### src/rtl/vga_pkg.sv
// Shared types and constants for the game scene controller.
// Holds the scene encoding, the move directions and the default start coordinates.
package vga_pkg;

  typedef enum logic [1:0] {
    MENU  = 2'd0,
    PLAY  = 2'd1,
    PAUSE = 2'd2,
    OVER  = 2'd3
  } scene_t;

  localparam logic [1:0] DIR_UP    = 2'd0;
  localparam logic [1:0] DIR_DOWN  = 2'd1;
  localparam logic [1:0] DIR_LEFT  = 2'd2;
  localparam logic [1:0] DIR_RIGHT = 2'd3;

  // p2 starts START_MARGIN pixels left of the right-most legal x
  localparam int P1_START_X   = 64;
  localparam int START_MARGIN = 64;
  localparam int START_Y      = 300;

endpackage

### src/rtl/rr_arb2.sv
// Two-request round-robin arbiter; on a tie the requester not granted last wins.
// The last-grant pointer resets so that p1 (req[0]) is favoured first.
module rr_arb2 (
  input  logic       clk,
  input  logic       rst,
  input  logic [1:0] req,
  output logic [1:0] gnt
);

  logic last_p2;

  always_comb begin
    gnt = 2'b00;
    if (req[0] && (!req[1] || last_p2)) gnt = 2'b01;
    else if (req[1])                    gnt = 2'b10;
  end

  always_ff @(posedge clk or negedge rst) begin
    if (!rst)        last_p2 <= 1'b1;
    else if (gnt[0]) last_p2 <= 1'b0;
    else if (gnt[1]) last_p2 <= 1'b1;
  end

endmodule

### src/rtl/gra_scene_ctrl.sv
// Frame-synchronous scene controller: scene FSM, shared move datapath, frame-stable outputs.
// Optional PAUSE scene is compiled only when GRA_SCENE_PAUSE_EN is defined.
import vga_pkg::*;

module gra_scene_ctrl #(
  parameter int X_W          = 11,
  parameter int Y_W          = 11,
  parameter int STEP         = 4,
  parameter int X_MAX        = 767,
  parameter int Y_MAX        = 567,
  parameter int ANIM_DIV     = 8,
  parameter int ROUND_FRAMES = 1800
) (
  input  logic           clk,
  input  logic           rst,
  input  logic           vblnk,
  input  logic           start,
  input  logic           pause,
  input  logic           p1_req,
  input  logic [1:0]     p1_dir,
  input  logic           p2_req,
  input  logic [1:0]     p2_dir,
  output logic           p1_ack,
  output logic           p2_ack,
  output logic [X_W-1:0] p1_xpos,
  output logic [Y_W-1:0] p1_ypos,
  output logic [X_W-1:0] p2_xpos,
  output logic [Y_W-1:0] p2_ypos,
  output logic [1:0]     anim_frame,
  output scene_t         scene,
  output logic           char_en,
  output logic [10:0]    frames_left
);

  localparam int DIV_W = (ANIM_DIV > 1) ? $clog2(ANIM_DIV) : 1;
  localparam logic [X_W:0]   STEP_X  = (X_W+1)'(STEP);
  localparam logic [Y_W:0]   STEP_Y  = (Y_W+1)'(STEP);
  localparam logic [X_W:0]   LIMIT_X = (X_W+1)'(X_MAX);
  localparam logic [Y_W:0]   LIMIT_Y = (Y_W+1)'(Y_MAX);
  localparam logic [X_W-1:0] P1_X0   = X_W'(P1_START_X);
  localparam logic [X_W-1:0] P2_X0   = X_W'(X_MAX - START_MARGIN);
  localparam logic [Y_W-1:0] Y0      = Y_W'(START_Y);

  // Moves are computed one bit wider: the carry/borrow bit drives the clamp
  function automatic logic [X_W-1:0] move_x(input logic [X_W-1:0] cur, input logic inc);
    logic [X_W:0] w;
    if (inc) begin
      w = {1'b0, cur} + STEP_X;
      if (w > LIMIT_X) w = LIMIT_X;
    end else begin
      w = {1'b0, cur} - STEP_X;
      if (w[X_W]) w = '0;
    end
    return w[X_W-1:0];
  endfunction

  function automatic logic [Y_W-1:0] move_y(input logic [Y_W-1:0] cur, input logic inc);
    logic [Y_W:0] w;
    if (inc) begin
      w = {1'b0, cur} + STEP_Y;
      if (w > LIMIT_Y) w = LIMIT_Y;
    end else begin
      w = {1'b0, cur} - STEP_Y;
      if (w[Y_W]) w = '0;
    end
    return w[Y_W-1:0];
  endfunction

  logic [1:0]       gnt;
  logic             vblnk_q, frame_ev;
  logic [DIV_W-1:0] anim_div;
  logic [X_W-1:0]   p1_sx, p2_sx, p1_sx_n, p2_sx_n;
  logic [Y_W-1:0]   p1_sy, p2_sy, p1_sy_n, p2_sy_n;

  rr_arb2 u_arb (
    .clk (clk),
    .rst (rst),
    .req ({p2_req, p1_req} & {2{scene == PLAY}}),
    .gnt (gnt)
  );

  assign p1_ack   = gnt[0];
  assign p2_ack   = gnt[1];
  assign char_en  = (scene != MENU);
  assign frame_ev = vblnk & ~vblnk_q;

`ifndef GRA_SCENE_PAUSE_EN
  logic unused_pause;
  assign unused_pause = pause;
`endif

  always_comb begin
    p1_sx_n = p1_sx;
    p1_sy_n = p1_sy;
    p2_sx_n = p2_sx;
    p2_sy_n = p2_sy;
    if (gnt[0]) begin
      case (p1_dir)
        DIR_UP:    p1_sy_n = move_y(p1_sy, 1'b0);
        DIR_DOWN:  p1_sy_n = move_y(p1_sy, 1'b1);
        DIR_LEFT:  p1_sx_n = move_x(p1_sx, 1'b0);
        DIR_RIGHT: p1_sx_n = move_x(p1_sx, 1'b1);
      endcase
    end
    if (gnt[1]) begin
      case (p2_dir)
        DIR_UP:    p2_sy_n = move_y(p2_sy, 1'b0);
        DIR_DOWN:  p2_sy_n = move_y(p2_sy, 1'b1);
        DIR_LEFT:  p2_sx_n = move_x(p2_sx, 1'b0);
        DIR_RIGHT: p2_sx_n = move_x(p2_sx, 1'b1);
      endcase
    end
  end

  always_ff @(posedge clk or negedge rst) begin
    if (!rst) vblnk_q <= 1'b0;
    else      vblnk_q <= vblnk;
  end

  // Outputs copy the pre-update shadow, so a same-cycle move waits a frame
  always_ff @(posedge clk or negedge rst) begin
    if (!rst) begin
      scene       <= MENU;
      frames_left <= '0;
      anim_div    <= '0;
      anim_frame  <= '0;
      p1_sx <= P1_X0;  p1_sy <= Y0;  p2_sx <= P2_X0;  p2_sy <= Y0;
      p1_xpos <= P1_X0;  p1_ypos <= Y0;  p2_xpos <= P2_X0;  p2_ypos <= Y0;
    end else begin
      p1_sx <= p1_sx_n;  p1_sy <= p1_sy_n;  p2_sx <= p2_sx_n;  p2_sy <= p2_sy_n;
      if (frame_ev) begin
        p1_xpos <= p1_sx;  p1_ypos <= p1_sy;  p2_xpos <= p2_sx;  p2_ypos <= p2_sy;
      end
      if (frame_ev && scene == PLAY) begin
        if (frames_left != '0) frames_left <= frames_left - 11'd1;
        if (anim_div == DIV_W'(ANIM_DIV - 1)) begin
          anim_div   <= '0;
          anim_frame <= anim_frame + 2'd1;
        end else begin
          anim_div <= anim_div + DIV_W'(1);
        end
      end
      case (scene)
        MENU: if (start) begin
          scene       <= PLAY;
          frames_left <= 11'(ROUND_FRAMES);
          p1_sx <= P1_X0;  p1_sy <= Y0;  p2_sx <= P2_X0;  p2_sy <= Y0;
          p1_xpos <= P1_X0;  p1_ypos <= Y0;  p2_xpos <= P2_X0;  p2_ypos <= Y0;
        end
        PLAY: begin
          if (frame_ev && frames_left <= 11'd1) scene <= OVER;
`ifdef GRA_SCENE_PAUSE_EN
          else if (pause)                       scene <= PAUSE;
`endif
        end
`ifdef GRA_SCENE_PAUSE_EN
        PAUSE: if (pause) scene <= PLAY;
`endif
        OVER: if (start) scene <= MENU;
        default: scene <= MENU;
      endcase
    end
  end

endmodule

### config.mk
export PLATFORM = sky130hd
export DESIGN_NAME = gra_scene_ctrl
export DESIGN_NICKNAME = d
export VERILOG_FILES = /design/src/rtl/vga_pkg.sv /design/src/rtl/rr_arb2.sv /design/src/rtl/gra_scene_ctrl.sv
export SDC_FILE = /design/constraint.sdc
export NUM_CORES = 1
export LEC_CHECK = 0
export BUFFER_PORTS_ARGS = -buffer_cell sky130_fd_sc_hd__buf_2
export CAP_MARGIN = 5
export CORE_AREA = 5 5 136 138
export DETAILED_ROUTE_END_ITERATION = 6
export DIE_AREA = 0 0 141 143
export PLACE_DENSITY = 0.54
export SETUP_SLACK_MARGIN = 0.02
export SLEW_MARGIN = 20
export SYNTH_ARGS = -nofsm -noshare
export SYNTH_HDL_FRONTEND = slang
export SYNTH_SLANG_ARGS = --single-unit
### constraint.sdc
create_clock -name clk -period 3 [get_ports clk]
set_input_delay 0.15 -clock clk [delete_from_list [all_inputs] [get_ports clk]]
set_output_delay 0.15 -clock clk [all_outputs]
set_load 0.02 [all_outputs]
== Word level (Yosys, flattened, before mapping) ==
Index checks and enable logic that the tools add are counted.
Word-level totals
  bits in registers: 108
  bits in latches: 0
  memory bits (writable): 0
  bits in read-only memories: 0
  bits of input ports: 11
  output and inout port bits: 62
  word-level logic and storage cells: 107
  memories kept: 0
Cells by class
  add/subtract/negate cells: 11
  multipliers: 0
  divide/modulo/power cells: 0
  $lt $le $gt $ge: 5
  equal/unequal tests: 12
  shift operators: 0
  multiplexer cells: 49
  bitwise logic cells: 3
  reductions and logical operators: 13
Operator list (number)
  2-to-1 mux 11 bit: 36
  case mux 11 bit (2 select lines): 4
  adder 11 x 3 -> 12 bit (second input constant): 4
  greater-than comparator 12 x 10 -> 1 bit (second input constant): 4
  subtractor 11 x 3 -> 12 bit (second input constant): 4
  <= comparator 11 x 1 -> 1 bit (second input constant): 1
  nonzero test 11 bit: 1
  subtractor 11 x 1 -> 11 bit (second input constant): 1
  == test 2 bit (second input constant): 5
  2-to-1 mux 2 bit: 5
  == test 2 x 1 -> 1 bit (second input constant): 3
  logical NOT 2 bit: 3
  case mux 2 bit (3 select lines): 1
  != test 2 bit (second input constant): 2
  nonzero test 2 bit: 2
  adder 3 x 1 -> 3 bit (second input constant): 1
  == test 3 bit (second input constant): 1
  logical AND 1 bit: 3
  2-to-1 mux 3 bit: 1
  AND reduction 3 bit: 1
  adder 2 x 1 -> 2 bit (second input constant): 1
  bitwise AND 2 bit: 1
  2-to-1 mux 1 bit: 2
  != test 2 x 1 -> 1 bit (second input constant): 1
  5 further kinds: 5

== Longest topological paths before layout ==
  word-level depth: 9
  depth in mapped cells: 9
  gate-level depth less buffers: 8

== Modules after synthesis ==
A second synthesis with hierarchy kept.
Second synthesis, totals
  cell total of the unflattened synthesis: 811
  area, all modules: 6716.4 um2
Modules (own cells, without submodules)
  gra_scene_ctrl: instances 1, cells an instance 805, area an instance 6662.6 um2, seq. area each 2720.1 um2
  rr_arb2: instances 1, cells an instance 6, area an instance 53.8 um2, seq. area each 26.3 um2

== Worst setup path after synthesis ==
Ideal clock, no wire load.
  path type: register to register
  start: register p2_sy[2]
  end: register p2_sy[7]
  setup time: 0.103 ns
  arrival: 2.194 ns
  required time: 2.897 ns
  setup slack: 0.702 ns
  cell stages (with the launch flop): 9
  path buffers: 1
  period minus slack after synthesis: 2.298 ns
  path through: dfstp_2 > buf_2 > inv_1 > ha_1 > maj3_1 > a211oi_1 > o32ai_1 > and2_4 > o41ai_2
On the way
  cells in the longest elaborated chain, start to end: 7
  elaborated cells on any way between the ends: 9
  classes of those cells: 2 x add/sub; 1 x order compare; 6 x mux
RTL lines
  start: declaration: line gra_scene_ctrl.sv:73  | logic [Y_W-1:0] p1_sy, p2_sy, p1_sy_n, p2_sy_n;
  start signal: assignment: line gra_scene_ctrl.sv:130  | p1_sx <= p1_sx_n; p1_sy <= p1_sy_n; p2_sx <= p2_sx_n; p2_sy <= p2_sy_n;
  adder 11 x 3 -> 12 bit: line gra_scene_ctrl.sv:60  | w = {1'b0, cur} + STEP_Y;
  greater-than comparator 12 x 10 -> 1 bit: line gra_scene_ctrl.sv:61  | if (w > LIMIT_Y) w = LIMIT_Y;
  2-to-1 mux 11 bit: line gra_scene_ctrl.sv:61
  case mux 11 bit (2 select lines) (*): line gra_scene_ctrl.sv:106  | case (p2_dir)
  2-to-1 mux 11 bit (*): line gra_scene_ctrl.sv:105  | if (gnt[1]) begin
  2-to-1 mux 11 bit: line gra_scene_ctrl.sv:144  | MENU: if (start) begin
  2-to-1 mux 11 bit (*): line gra_scene_ctrl.sv:143  | case (scene)
Every way passes the cells marked *; elsewhere a longest branch is shown, timed or not.
A chain may end at the register's enable or synchronous reset.

== Final worst setup path ==
  start: register p2_sy[3]
  end: register p2_sy[7]
The elaborated chain is that of the path after synthesis.

==> metrics.cfg <==
[flow_run]
drv_cap = 0

[setup_path]
rr_worst_depth = 7
rrSetupSlack_ns = 0.26
critical_path_class = register to register
worstReg2RegStart = p2_sy[3]
start_kind = register
startpoint = p2_sy[3]
cp_max_fo = 10
cp-endpoint = p2_sy[7]
required_ns = 3.26
reg2reg_to = p2_sy[7]
endpoint_kind = register
critPathArrivalTime_ns = 3.00

[cells_and_area]
fillerInstances = 1733
drive_gt1_frac = 0.1875
seqCellArea_um2 = 2746
stdcell_area_um2 = 7557
final_net_count = 882
diodes = 0
final_core_util = 0.4431
area_growth_pct = 12.96
multi_input_area_um2 = 3585
finalNonFillerCells = 1089

[power]
finalPower_mw = 7.452
powerDensity_nw_per_um2 = 986.1
peakVddDrop_v = 0.0003693
p_leak_nw = 3.176

[synthesis]
netlist_area_um2 = 6690
synthFlopType = dfrtp_1
synth-compound-area-share = 0.2186
synthMuxAreaShare = 0.01103
synth_xor_area_frac = 0.02487
synthAdderAreaFrac = 0.02394
synth_cells = 826
synthArstFlopShare = 1.000
synth_top_family_by_area = simple AND/OR/NAND/NOR gates
ys.warnings.count = 0
syn_nets = 849
syn_area_per_cell_um2 = 8.099
synth-simple-area-share = 0.2557
synth_cell_types = 71
synth_edf_count = 0
yosysSeqAreaShare = 0.4105
synth.ff_latch_count = 108

[worst_hold_path]
hold_path_class = input pin to register

[floorplan]
start_util = 0.3922
row_count = 48
core_um2 = 17060
die_height_um = 143
dieArea_um2 = 20160
ios = 73
dieWidth_um = 141

[global_route]
grt_pass1_wl_mm = 31.26
grt_max_degree = 69
globalRouteOverflowTotal = 0
grt_util_all_layers = 0.1890
grt_antenna_before_repair = 0
grt_pass1_vias = 5977

[clocking]
clock_latency_ns = 0.36
cts_max_path_buffers = 2
cts-htree-levels = 3
clk_pin_slew_ns = 0.07
cts_sinks = 108
post_cts_resize_count = 0
cts_tree = done
root_buffer = clkbuf_16
numCtsBuffers = 9

[placed_design]
postPlaceCellArea_um2 = 7198
post-place-cells = 1070
dp_hpwl_mm = 13.21
io_buffers = 71
dp_slack_ns = 0.3007
globalplace.congestion = 0.8800

[timing]
hold_ws_ns = 0.08814
setup_slack_ns = 0.2621
max_freq_mhz = 365.2
worst_pin_slew_ns = 0.8846
setup_violations = 0
grt_setup_unrepaired = false
fin_setup_tns_ns = 0
hold_viol = 0
finalCritPeriodShare = 0.9126
post-route-min-period_ns = 2.738
slew_viol_final = 0
fin_worst_skew_ns = 0.006782
slew_headroom = 0.4103

[route]
wl_per_cell_um = 17.38
drtAntennaViolNets = 0
routed_wl_mm = 18.93
via_per_inst = 5.808
route.detailed.drc = 0
vias = 6325
firstDrtPassIters = 5
first_iter_violations = 660

[outcome]
status = complete, no violations

-- critical path: stages (launching register included) --
cell and delay (ns):
dfstp_2 0.64, ha_1 0.36, nand3_2 0.18, nor4_2 0.31, a211oi_1 0.11, or4_4 0.55, and2_4 0.18, o41ai_2 0.31
-- synthesized netlist by cell type (all sizes together), types with 8 or more instances --
cell,n,area share
xor2,12,0.016
a21oi,78,0.058
buf,15,0.011
nand2,146,0.082
o211ai,14,0.016
dfstp,35,0.14
nor3,22,0.016
dfrtp,73,0.27
clkbuf,57,0.032
ha,12,0.022
or3,8,0.0075
a31oi,13,0.012
nand3,45,0.034
nor2,62,0.035
nor4,10,0.010
o21ai,46,0.034
inv,22,0.012
-- worst min path at each step --
stage	start	to	slack, ns	cells after the start
2_1_floorplan	rst	anim_div[0]	-0.15	0
3_3_place_gp	vblnk	vblnk_q	0.30	1
5_1_grt	p2_req	u_arb.last_p2	0.10	3
6_report	p2_req	u_arb.last_p2	0.09	3
3_5_place_dp	vblnk	vblnk_q	0.30	1
4_1_cts	p2_req	u_arb.last_p2	0.08	3
-- area by class of cell --
cell class,instances,share of cell area
multi-input combinational,624,0.4743
inverter,22,0.01093
clock inverter,6,0.01258
sequential,108,0.3634
tap,225,0.03725
clock buffer,10,0.03030
timing repair buffer,94,0.07119
-- cell families after synthesis --
group,Yosys count
and+or+nand+nor,355
xor gates and xnor gates,19
buffers and inverters,94
DFF,108
AOI/OAI and AO/OA,230
muxes,7
adders and majority gates,13
-- where the power goes --
part	internal (mW)	switching (mW)
clock	0.744	0.590
combinational	1.25	1.81
sequential	2.18	0.879
total	4.18	3.27
-- per-layer routing --
metal,GRT usage,share of wire
met2,0.3140,0.48
met4,0.06323,0.019
met5,0,0
met3,0.02914,0.044
met1,0.2537,0.45
-- layout by cell type, fill, tap and decap left out, drive strengths merged, types with 7 or more instances in the layout --
cell / count
or3: 8
xnor2: 7
buf: 91
a211oi: 7
nand2: 146
nor3: 22
nor2: 62
a21oi: 78
nand2b: 7
dfrtp: 73
xor2: 12
o211ai: 14
nor3b: 7
o21ai: 46
dfstp: 35
inv: 25
nand3: 45
a31oi: 13
clkbuf: 10
and2: 7
nor4: 10
ha: 12
-- what timing repair did --
item,in CTS,in global routing
hold buffers,3,0
endpoints found under the hold margin,54,0
buffers inserted,0,0
-- flip-flops by register name (all words and copies together), names as in the netlist --
signal         flops
anim_div           3
anim_frame         2
frames_left       11
p1_sx             11
p1_sy             11
p1_xpos           11
p1_ypos           11
p2_sx             11
p2_sy             11
p2_xpos           11
p2_ypos           11
scene              2
u_arb.last_p2      1
vblnk_q            1
Power figures use the tool's default switching activity.
